==> config.mk <==
export PLATFORM = sky130hd
export DESIGN_NAME = am_src_arb_flat
export DESIGN_NICKNAME = d
export VERILOG_FILES = /design/src/rtl/am_src_arb_if.sv /design/src/rtl/am_src_arb.sv /design/src/flat_wrapper.sv
export SDC_FILE = /design/constraint.sdc
export NUM_CORES = 1
export LEC_CHECK = 0
export CAP_MARGIN = 30
export CORE_UTILIZATION = 38
export CTS_CLUSTER_SIZE = 8
export DETAILED_ROUTE_END_ITERATION = 10
export GPL_ROUTABILITY_DRIVEN = 1
export PLACE_DENSITY = 0.75
export SLEW_MARGIN = 15
export SYNTH_ARGS = -nofsm -noshare
export SYNTH_HDL_FRONTEND = slang
export SYNTH_SLANG_ARGS = --single-unit
==> constraint.sdc <==
create_clock -name clk -period 2.7 [get_ports clk]
set_clock_uncertainty 0.1 [all_clocks]
set_input_delay 0.54 -clock clk [delete_from_list [all_inputs] [get_ports clk]]
set_output_delay 0.54 -clock clk [all_outputs]
set_load 0.02 [all_outputs]
==> src/rtl/am_src_arb_if.sv <==
// Handshake bundle for the two-source arbiter: requester A, requester B,
// the arbitration controls and the downstream output port.
interface am_src_arb_if #(
    parameter int CNT_W = 4
);
    logic [15:0]      i_aData;
    logic             i_aValid;
    logic             o_aReady;
    logic [15:0]      i_bData;
    logic             i_bValid;
    logic             o_bReady;
    logic [1:0]       i_mode;
    logic [CNT_W-1:0] i_burst;
    logic             o_s;
    logic [15:0]      o_data;
    logic             o_valid;
    logic             i_oReady;

    // The arbiter itself
    modport slave (
        input  i_aData, i_aValid, i_bData, i_bValid, i_mode, i_burst, i_oReady,
        output o_aReady, o_bReady, o_s, o_data, o_valid
    );

    // Whoever drives the requesters and consumes the output
    modport master (
        output i_aData, i_aValid, i_bData, i_bValid, i_mode, i_burst, i_oReady,
        input  o_aReady, o_bReady, o_s, o_data, o_valid
    );
endinterface

==> src/rtl/am_src_arb.sv <==
// Two-source arbiter feeding a registered 16-bit mux bank. One side is granted
// at a time; S selects A (DI side) or B (CI side) and only moves on the edge
// where the grant changes, so a transfer never mixes data from the wrong side.
module am_src_arb #(
    parameter int CNT_W = 4
) (
    input  logic         clk,
    input  logic         rst_n,
    am_src_arb_if.slave  bus
);

    typedef enum logic [1:0] {
        IDLE  = 2'd0,
        GNT_A = 2'd1,
        GNT_B = 2'd2
    } state_t;

    localparam logic [CNT_W-1:0] CNT_MAX = '1;

    state_t           r_state;
    state_t           w_nextState;
    logic             r_sel;
    logic [CNT_W-1:0] r_cnt;
    logic [15:0]      r_data;
    logic             r_valid;

    logic             w_adv;
    logic             w_aXfer;
    logic             w_bXfer;
    logic             w_xfer;
    logic [CNT_W:0]   w_cntInc;
    logic [CNT_W:0]   w_burstEff;
    logic             w_burstDone;
    logic             w_aV;
    logic             w_bV;

    assign w_aV = bus.i_aValid;
    assign w_bV = bus.i_bValid;

    // Output register can take a new sample when empty or being drained now
    assign w_adv = ~r_valid | bus.i_oReady;

    assign bus.o_aReady = (r_state == GNT_A) & w_adv;
    assign bus.o_bReady = (r_state == GNT_B) & w_adv;

    assign w_aXfer = w_aV & bus.o_aReady;
    assign w_bXfer = w_bV & bus.o_bReady;
    assign w_xfer  = w_aXfer | w_bXfer;

    // Burst limit: a programmed 0 behaves as 1; the compare is one bit wider
    // so a saturated counter plus one still compares correctly
    assign w_cntInc    = {1'b0, r_cnt} + {{CNT_W{1'b0}}, 1'b1};
    assign w_burstEff  = (bus.i_burst == '0) ? {{CNT_W{1'b0}}, 1'b1}
                                             : {1'b0, bus.i_burst};
    assign w_burstDone = w_xfer & (w_cntInc >= w_burstEff);

    assign bus.o_s     = r_sel;
    assign bus.o_data  = r_data;
    assign bus.o_valid = r_valid;

    // Grant decision for the next cycle from current valids, mode and burst count
    always_comb begin
        w_nextState = r_state;
        case (r_state)
            IDLE: begin
                if (w_aV && !w_bV) begin
                    w_nextState = GNT_A;
                end else if (!w_aV && w_bV) begin
                    w_nextState = GNT_B;
                end else if (w_aV && w_bV) begin
                    case (bus.i_mode)
                        2'b00:   w_nextState = r_sel ? GNT_A : GNT_B;
                        2'b01:   w_nextState = GNT_A;
                        2'b10:   w_nextState = GNT_B;
                        default: w_nextState = r_sel ? GNT_B : GNT_A;
                    endcase
                end
            end
            GNT_A: begin
                case (bus.i_mode)
                    2'b00: begin
                        if (w_bV && (!w_aV || w_burstDone)) w_nextState = GNT_B;
                        else if (!w_aV && !w_bV)            w_nextState = IDLE;
                    end
                    2'b01: begin
                        if (!w_aV) w_nextState = w_bV ? GNT_B : IDLE;
                    end
                    2'b10: begin
                        if (w_bV)       w_nextState = GNT_B;
                        else if (!w_aV) w_nextState = IDLE;
                    end
                    default: begin
                        if (!w_aV) w_nextState = IDLE;
                    end
                endcase
            end
            GNT_B: begin
                case (bus.i_mode)
                    2'b00: begin
                        if (w_aV && (!w_bV || w_burstDone)) w_nextState = GNT_A;
                        else if (!w_aV && !w_bV)            w_nextState = IDLE;
                    end
                    2'b10: begin
                        if (!w_bV) w_nextState = w_aV ? GNT_A : IDLE;
                    end
                    2'b01: begin
                        if (w_aV)       w_nextState = GNT_A;
                        else if (!w_bV) w_nextState = IDLE;
                    end
                    default: begin
                        if (!w_bV) w_nextState = IDLE;
                    end
                endcase
            end
            default: w_nextState = IDLE;
        endcase
    end

    // State, select, burst counter and output sample register
    always_ff @(posedge clk or negedge rst_n) begin
        if (!rst_n) begin
            r_state <= IDLE;
            r_sel   <= 1'b0;
            r_cnt   <= '0;
            r_data  <= 16'h0000;
            r_valid <= 1'b0;
        end else begin
            r_state <= w_nextState;
            if (w_nextState != r_state) begin
                r_cnt <= '0;
                if (w_nextState == GNT_A)      r_sel <= 1'b0;
                else if (w_nextState == GNT_B) r_sel <= 1'b1;
            end else if (w_xfer && (r_cnt != CNT_MAX)) begin
                r_cnt <= w_cntInc[CNT_W-1:0];
            end
            if (w_xfer) begin
                r_data  <= r_sel ? bus.i_bData : bus.i_aData;
                r_valid <= 1'b1;
            end else if (bus.i_oReady) begin
                r_valid <= 1'b0;
            end
        end
    end

endmodule

==> src/flat_wrapper.sv <==
// flat-port wrapper written by rule: the top's interface ports become plain ports
module am_src_arb_flat 
#(
    parameter int CNT_W = 4
)
  (clk, rst_n, bus_i_aData, bus_i_aValid, bus_i_bData, bus_i_bValid, bus_i_mode, bus_i_burst, bus_i_oReady, bus_o_aReady, bus_o_bReady, bus_o_s, bus_o_data, bus_o_valid);
  am_src_arb_if #(.CNT_W(CNT_W)) bus_i ();
  input  logic clk;
  input  logic rst_n;
  input wire logic [$bits(bus_i.i_aData)-1:0] bus_i_aData;
  input wire logic [$bits(bus_i.i_aValid)-1:0] bus_i_aValid;
  input wire logic [$bits(bus_i.i_bData)-1:0] bus_i_bData;
  input wire logic [$bits(bus_i.i_bValid)-1:0] bus_i_bValid;
  input wire logic [$bits(bus_i.i_mode)-1:0] bus_i_mode;
  input wire logic [$bits(bus_i.i_burst)-1:0] bus_i_burst;
  input wire logic [$bits(bus_i.i_oReady)-1:0] bus_i_oReady;
  output wire logic [$bits(bus_i.o_aReady)-1:0] bus_o_aReady;
  output wire logic [$bits(bus_i.o_bReady)-1:0] bus_o_bReady;
  output wire logic [$bits(bus_i.o_s)-1:0] bus_o_s;
  output wire logic [$bits(bus_i.o_data)-1:0] bus_o_data;
  output wire logic [$bits(bus_i.o_valid)-1:0] bus_o_valid;
  assign bus_i.i_aData = bus_i_aData;
  assign bus_i.i_aValid = bus_i_aValid;
  assign bus_i.i_bData = bus_i_bData;
  assign bus_i.i_bValid = bus_i_bValid;
  assign bus_i.i_mode = bus_i_mode;
  assign bus_i.i_burst = bus_i_burst;
  assign bus_i.i_oReady = bus_i_oReady;
  assign bus_o_aReady = bus_i.o_aReady;
  assign bus_o_bReady = bus_i.o_bReady;
  assign bus_o_s = bus_i.o_s;
  assign bus_o_data = bus_i.o_data;
  assign bus_o_valid = bus_i.o_valid;
  am_src_arb #(.CNT_W(CNT_W)) u_core (.clk(clk), .rst_n(rst_n), .bus(bus_i));
endmodule
==> results of run 1 <==
==> per-stage QoR <==
| stage | util | cells |
|---|---|---|
| 5_1_grt | 0.660 | 278 |
| 3_3_place_gp | 0.626 | 273 |
| 6_report | 0.660 | 278 |
| 4_1_cts | 0.647 | 278 |
| 3_5_place_dp | 0.626 | 273 |
| 2_1_floorplan | - | 152 |
==> what timing repair did <==
item | in CTS | in global routing
pin swaps | 8 | 10
buffers inserted | 2 | 0
gates cloned | 0 | 0
endpoints found under the setup margin | 5 | 1
gates resized for setup | 14 | 10
==> worst max-delay path, stage by stage <==
cell and delay [ps]:
clkdlybuf4s15_1 180, inv_2 40, a31o_4 210, ha_4 200
nand2b_4 130, a211oi_2 190, o211a_4 220, nor2_4 50
o21ai_2 150, nand2_1 90, nand2_2 100, ha_4 210
a221oi_4 190, mux2i_1 200
==> final timing paths <==
| kind | end | depth (start not counted) |
|---|---|---|
| worst min-delay path | u_core.bus.o_data[15] | 2 |
| worst max register to register | u_core.bus.o_s | 12 |
| min in group asynchronous | u_core.bus.o_data[0] | 2 |
| worst min register to register | u_core.bus.o_data[15] | 2 |
| max in group asynchronous | u_core.r_cnt[0] | 2 |
| worst max-delay path | u_core.bus.o_s | 14 |
==> placed cells by master (no fill, tap or decap), drive strengths merged <==
cell,Yosys,routed
and2,2,2
nor2,7,7
nand2b,2,2
xor2,1,1
clkdlybuf4s50,0,58
nor2b,2,2
and3,1,1
o31ai,1,1
mux2i,18,18
a21o,1,1
buf,5,21
and4b,2,2
nor3b,3,3
nand3,4,4
inv,7,7
a211oi,2,2
a221oi,2,2
a31o,1,1
a21oi,4,4
nor3,1,1
o211a,1,1
clkdlybuf4s15,0,2
o21a,1,1
and3b,1,1
a22oi,1,1
nand2,20,20
ha,6,6
clkbuf,2,4
nand3b,3,3
dfrtp,24,24
a31oi,1,1
xnor2,2,2
o21ai,22,22
o22ai,2,2
==> layout make-up <==
cell class              count  share of cell area
clock buffers               4              0.0225
well taps                  48              0.0245
inverters                   7              0.0148
multi-input cells         114               0.385
repair buffers             81               0.307
flip-flops and latches     24               0.246
==> power by group through the flow <==
stage          Combinational, uW  Clock, uW  Sequential (uW)
6_report                    1210        244              627
5_1_grt                     1300        265              646
4_1_cts                     1170        252              627
3_5_place_dp                1150          0              630
3_3_place_gp                1110          0              621
2_1_floorplan                563          0              742
==> registers in the layout, summed over array words and instances, names as in the netlist <==
| register | count |
|---|---|
| u_core.bus.o_s | 1 |
| u_core.r_cnt | 4 |
| u_core.r_state | 2 |
| u_core.bus.o_valid | 1 |
| u_core.bus.o_data | 16 |
==> logic make-up (layout without fill, tap and decap cells) <==
kind of cell / after synthesis / in the layout / share of synthesized area
buffers and inverters: 14 / 92 / 0.0449
DFF: 24 / 24 / 0.399
muxes: 18 / 18 / 0.120
adders and majority gates: 6 / 6 / 0.0499
xor gates and xnor gates: 3 / 3 / 0.0175
AOI/OAI and AO/OA: 39 / 39 / 0.181
and+or+nand+nor: 48 / 48 / 0.188
==> per-layer routing <==
| layer | GRT usage | vias up |
|---|---|---|
| li1 | - | 695 |
| met1 | 0.220 | 651 |
| met2 | 0.320 | 57 |
| met3 | 0.0634 | 5 |
| met4 | 0.0556 | 0 |
| met5 | 0 | - |
==> results.toml, run 1 <==
[logic_synthesis]
yosys.area.top_type_share = 0.399
synth-edff-count = 0
yosys_warnings = 0
synth_area_leaders = "dfrtp_1 40%, mux2i_1 12%, ha_1 5.0%"
yosysMostFrequentCell = "dfrtp_1"
synth_nets = 201
synth_area_um2 = 1510
ys_seq_elements = 24
synthCells = 152
synthTopCellsByCount = "24 x dfrtp_1, 20 x nand2_1, 18 x mux2i_1"
async_flop_share = 1.00
post-synth-top-area-cell = "dfrtp_1"
syn_avg_cell_area_um2 = 9.90
ys_types = 43
yosysSeqAreaShare = 0.399
synthFlopType = "dfrtp_1"

[place]
portBuffers = 62
dpl_cell_area_um2 = 2330
hpwlAfterDp_um = 2940
place.gp.congestion = 0.873
pre_cts_ws_ps = -686

[floorplanning]
rows = 22
start_util = 0.405
fp.dieH_um = 64.9
ioPinCount = 63
die_area_um2 = 4220
die_w_um = 64.9
coreArea_um2 = 3720

[clock_network]
clockBufferDepth = 2
cts_hold_buf = 0
cts-root-buf = "clkbuf_8"
cts.clk_slew.worst_paths_ps = 80
cts_tree = "built"
clock-sinks = 24
numCtsBuffers = 3
htreeDepth = 1
clk_latency_ps = 270

[critical_path]
crit_type = "in -> reg"
critPathLaunchType = "primary input"
cp-end-kind = "flip-flop"
crit_start = "bus_i_burst[2]"
cp.arrival_ps = 2700
reg2reg_setup_slack_ps = 120
r2r_start = "u_core.r_cnt[0]"
crit_required_ps = 2800
worstPathMaxFanout = 3

[min_path]
min_from = "u_core.bus.o_data[15]"
hold_path_class = "reg -> reg"

[routing]
wl_met1_um = 1580
dr_total_vias = 1408
ant_nets = 0
met2_length_um = 1730
drt_pass1_iterations = 4
vias_per_cell = 5.06
wl_met3_um = 320
routed_wl_um = 3680
post_drt_wl_per_cell_um = 13.2
highest_layer = "met4"
drc_errors = 0
drt_iter0_drc = 39

[pwr]
clkPwrFrac = 0.117
powerDensity_nw_per_um2 = 847
leakage_uw = 0.00112
swShare = 0.397
combPwrFrac = 0.581
seq_power_share = 0.302
p_sw_uw = 826
vdd_drop_max_mv = 0.450
p_int_uw = 1250
power_uw = 2080

[timing]
hold_ws_ps = 385
period_minus_slack_ps = 2600
fin_ws_ps = 95.8
slew_headroom = 0.717
maxSlewViolCount = 0
fmax_mhz = 384
finalHoldViolations = 0
max_slew.worst_pin.slew_ps = 425
setup_viol = 0
period_share = 0.965
setup_tns_ps = 0

[final_layout]
fin_nets = 280
fin_area_um2 = 2450
drive_above_1_share = 0.248
diodes = 0
regArea_um2 = 603
layout-area-overhead-vs-synth_pct = 62.8
nFillCells = 307
multi_input_area_um2 = 943

[run_status]
status = "complete, no violations"

[global_routing]
grt.total_usage = 0.188
grt_overflow = 0
grt_pass1_vias = 1437
grt_max_degree = 33
grt_pass1_wl_um = 6130
antenna_found_initial = 0

[flow_run]
maxCapViolCount = 0
(Power assumes the default switching activity.)
==> run 2: changes to the inputs <==
--- a/config.mk
+++ b/config.mk
@@ -6,11 +6,12 @@
 export NUM_CORES = 1
 export LEC_CHECK = 0
 export CAP_MARGIN = 30
-export CORE_UTILIZATION = 38
+export CORE_UTILIZATION = 46
 export CTS_CLUSTER_SIZE = 8
 export DETAILED_ROUTE_END_ITERATION = 10
 export GPL_ROUTABILITY_DRIVEN = 1
-export PLACE_DENSITY = 0.75
+export PLACE_DENSITY = 0.85
+export SETUP_SLACK_MARGIN = 0.02
 export SLEW_MARGIN = 15
 export SYNTH_ARGS = -nofsm -noshare
 export SYNTH_HDL_FRONTEND = slang
==> constraint.sdc (replaced) <==
create_clock -name clk -period 3.1 [get_ports clk]
set_clock_uncertainty 0.1 [all_clocks]
set_input_delay 0.62 -clock clk [delete_from_list [all_inputs] [get_ports clk]]
set_output_delay 0.62 -clock clk [all_outputs]
set_load 0.02 [all_outputs]
==> results.toml, run 2 (same netlist as run 1, synthesis figures left out) <==
[clock_network]
cts-root-buf = "clkbuf_4"
cts.clk_slew.worst_paths_ps = 130
clock-sinks = 24
cts_hold_buf = 0
clockBufferDepth = 2
cts_tree = "built"
htreeDepth = 1
clk_latency_ps = 310
numCtsBuffers = 3

[routing]
drt_iter0_drc = 30
routed_wl_um = 3840
post_drt_wl_per_cell_um = 14.4
ant_nets = 0
vias_per_cell = 5.37
dr_total_vias = 1433
drc_errors = 0
drt_pass1_iterations = 4

[run_status]
status = "complete, no violations"

[min_path]
hold_path_class = "reg -> reg"
min_from = "u_core.bus.o_data[5]"

[timing]
period_share = 0.957
fmax_mhz = 337
maxSlewViolCount = 0
rsz0062_at_grt = "false"
setup_tns_ps = 0
setup_viol = 0
slew_headroom = 0.706
max_slew.worst_pin.slew_ps = 440
period_minus_slack_ps = 2970
finalHoldViolations = 0

[critical_path]
r2r_start = "u_core.r_cnt[0]"
crit_start = "bus_i_burst[0]"
worstPathMaxFanout = 3
crit_type = "in -> reg"
cp-end-kind = "flip-flop"
cp.arrival_ps = 3120
crit_required_ps = 3250
critPathLaunchType = "primary input"

[pwr]
clkPwrFrac = 0.097
powerDensity_nw_per_um2 = 736
vdd_drop_max_mv = 0.656
swShare = 0.411
p_int_uw = 1000
combPwrFrac = 0.585
leakage_uw = 0.00110
p_sw_uw = 700
power_uw = 1700
seq_power_share = 0.319

[global_routing]
grt.total_usage = 0.219
grt_pass1_wl_um = 5820
antenna_found_initial = 0
grt_max_degree = 33
grt_pass1_vias = 1326
grt_overflow = 0

[floorplanning]
start_util = 0.489
coreArea_um2 = 3080
ioPinCount = 63
fp.dieH_um = 59.2
rows = 20
die_w_um = 59.2
die_area_um2 = 3500

[final_layout]
drive_above_1_share = 0.184
largest_register_ffs = 16
layout-area-overhead-vs-synth_pct = 53.9
fin_nets = 273
layout_common_cells = "59 x clkdlybuf4s50_1, 24 x dfrtp_1, 20 x nand2_1"
layout_commonest_cell = "clkdlybuf4s50_1"
diodes = 0
utilization = 0.753

[place]
hpwlAfterDp_um = 3030
portBuffers = 62
place.gp.congestion = 0.840

[flow_run]
maxCapViolCount = 0
## run 2: changes by cell type in the layout (fill, tap and decap cells not counted), moves of 2 or more
cell	previous run	this run
ha_1	2	5
clkdlybuf4s15_1	2	0
buf_4	19	12
dfrtp_1	22	24
dlymetal6s2s_1	0	3
dfrtp_2	2	0
buf_2	2	0
clkbuf_8	4	1
clkbuf_4	0	3
inv_2	2	4
ha_4	4	1
## run 2: area by class of cell
class                      count  area [um2]
multi-input combinational    114         881
fill                         219         761
timing repair buffer          74         718
sequential                    24         601
tap                           44        55.1
clock buffer                   4        36.3
inverter                       7        26.3
## run 2: layer usage
| metal | GRT usage | part of all wire |
|---|---|---|
| met5 | 0 | 0 |
| met4 | 0.0578 | 0.011 |
| met3 | 0.0480 | 0.038 |
| met2 | 0.413 | 0.57 |
| met1 | 0.247 | 0.38 |
## run 2: power by group through the flow
stage / Clock [uW] / Sequential [uW] / Combinational [uW]
floorplan: 0 / 644 / 473
global placement: 0 / 537 / 935
detailed placement: 0 / 547 / 972
CTS: 169 / 540 / 990
global route: 185 / 558 / 1080
finish: 165 / 543 / 997
## run 2: stage by stage
stage	setup WS (ps)	instance area (um2)	hold slack, ps	instances
final	132	2320	404	267
after global routing	25.5	2320	438	267
after CTS	23.8	2280	413	267
after detailed placement	-415	2220	380	262
after global placement	-274	2220	364	262
after floorplan	136	1510	224	152
## run 2: timing repair
item,in CTS,in global routing
setup endpoints to repair,1,1
pin swaps,2,6
resized for setup,3,10
setup buffers,1,0
endpoints found under the hold margin,0,0
## run 2: final timing paths
path	end	cells past startpoint	slack, ps
setup / recovery	u_core.bus.o_s	13	130
hold / removal	u_core.bus.o_data[5]	2	400
setup reg to reg	u_core.bus.o_s	12	270
hold reg to reg	u_core.bus.o_data[5]	2	400
max in group asynchronous	u_core.bus.o_data[9]	2	2120
min in group asynchronous	u_core.bus.o_data[6]	2	540
## run 2: worst max-delay path, stage by stage
cell and delay (ps):
clkdlybuf4s50_1 420, a31o_4 230, ha_4 200, nand2b_4 130
a211oi_2 220, o211a_2 280, nor2_4 60, o21ai_2 150
nand2_1 80, nand2_1 70, ha_1 230, a221oi_2 200
mux2i_1 210
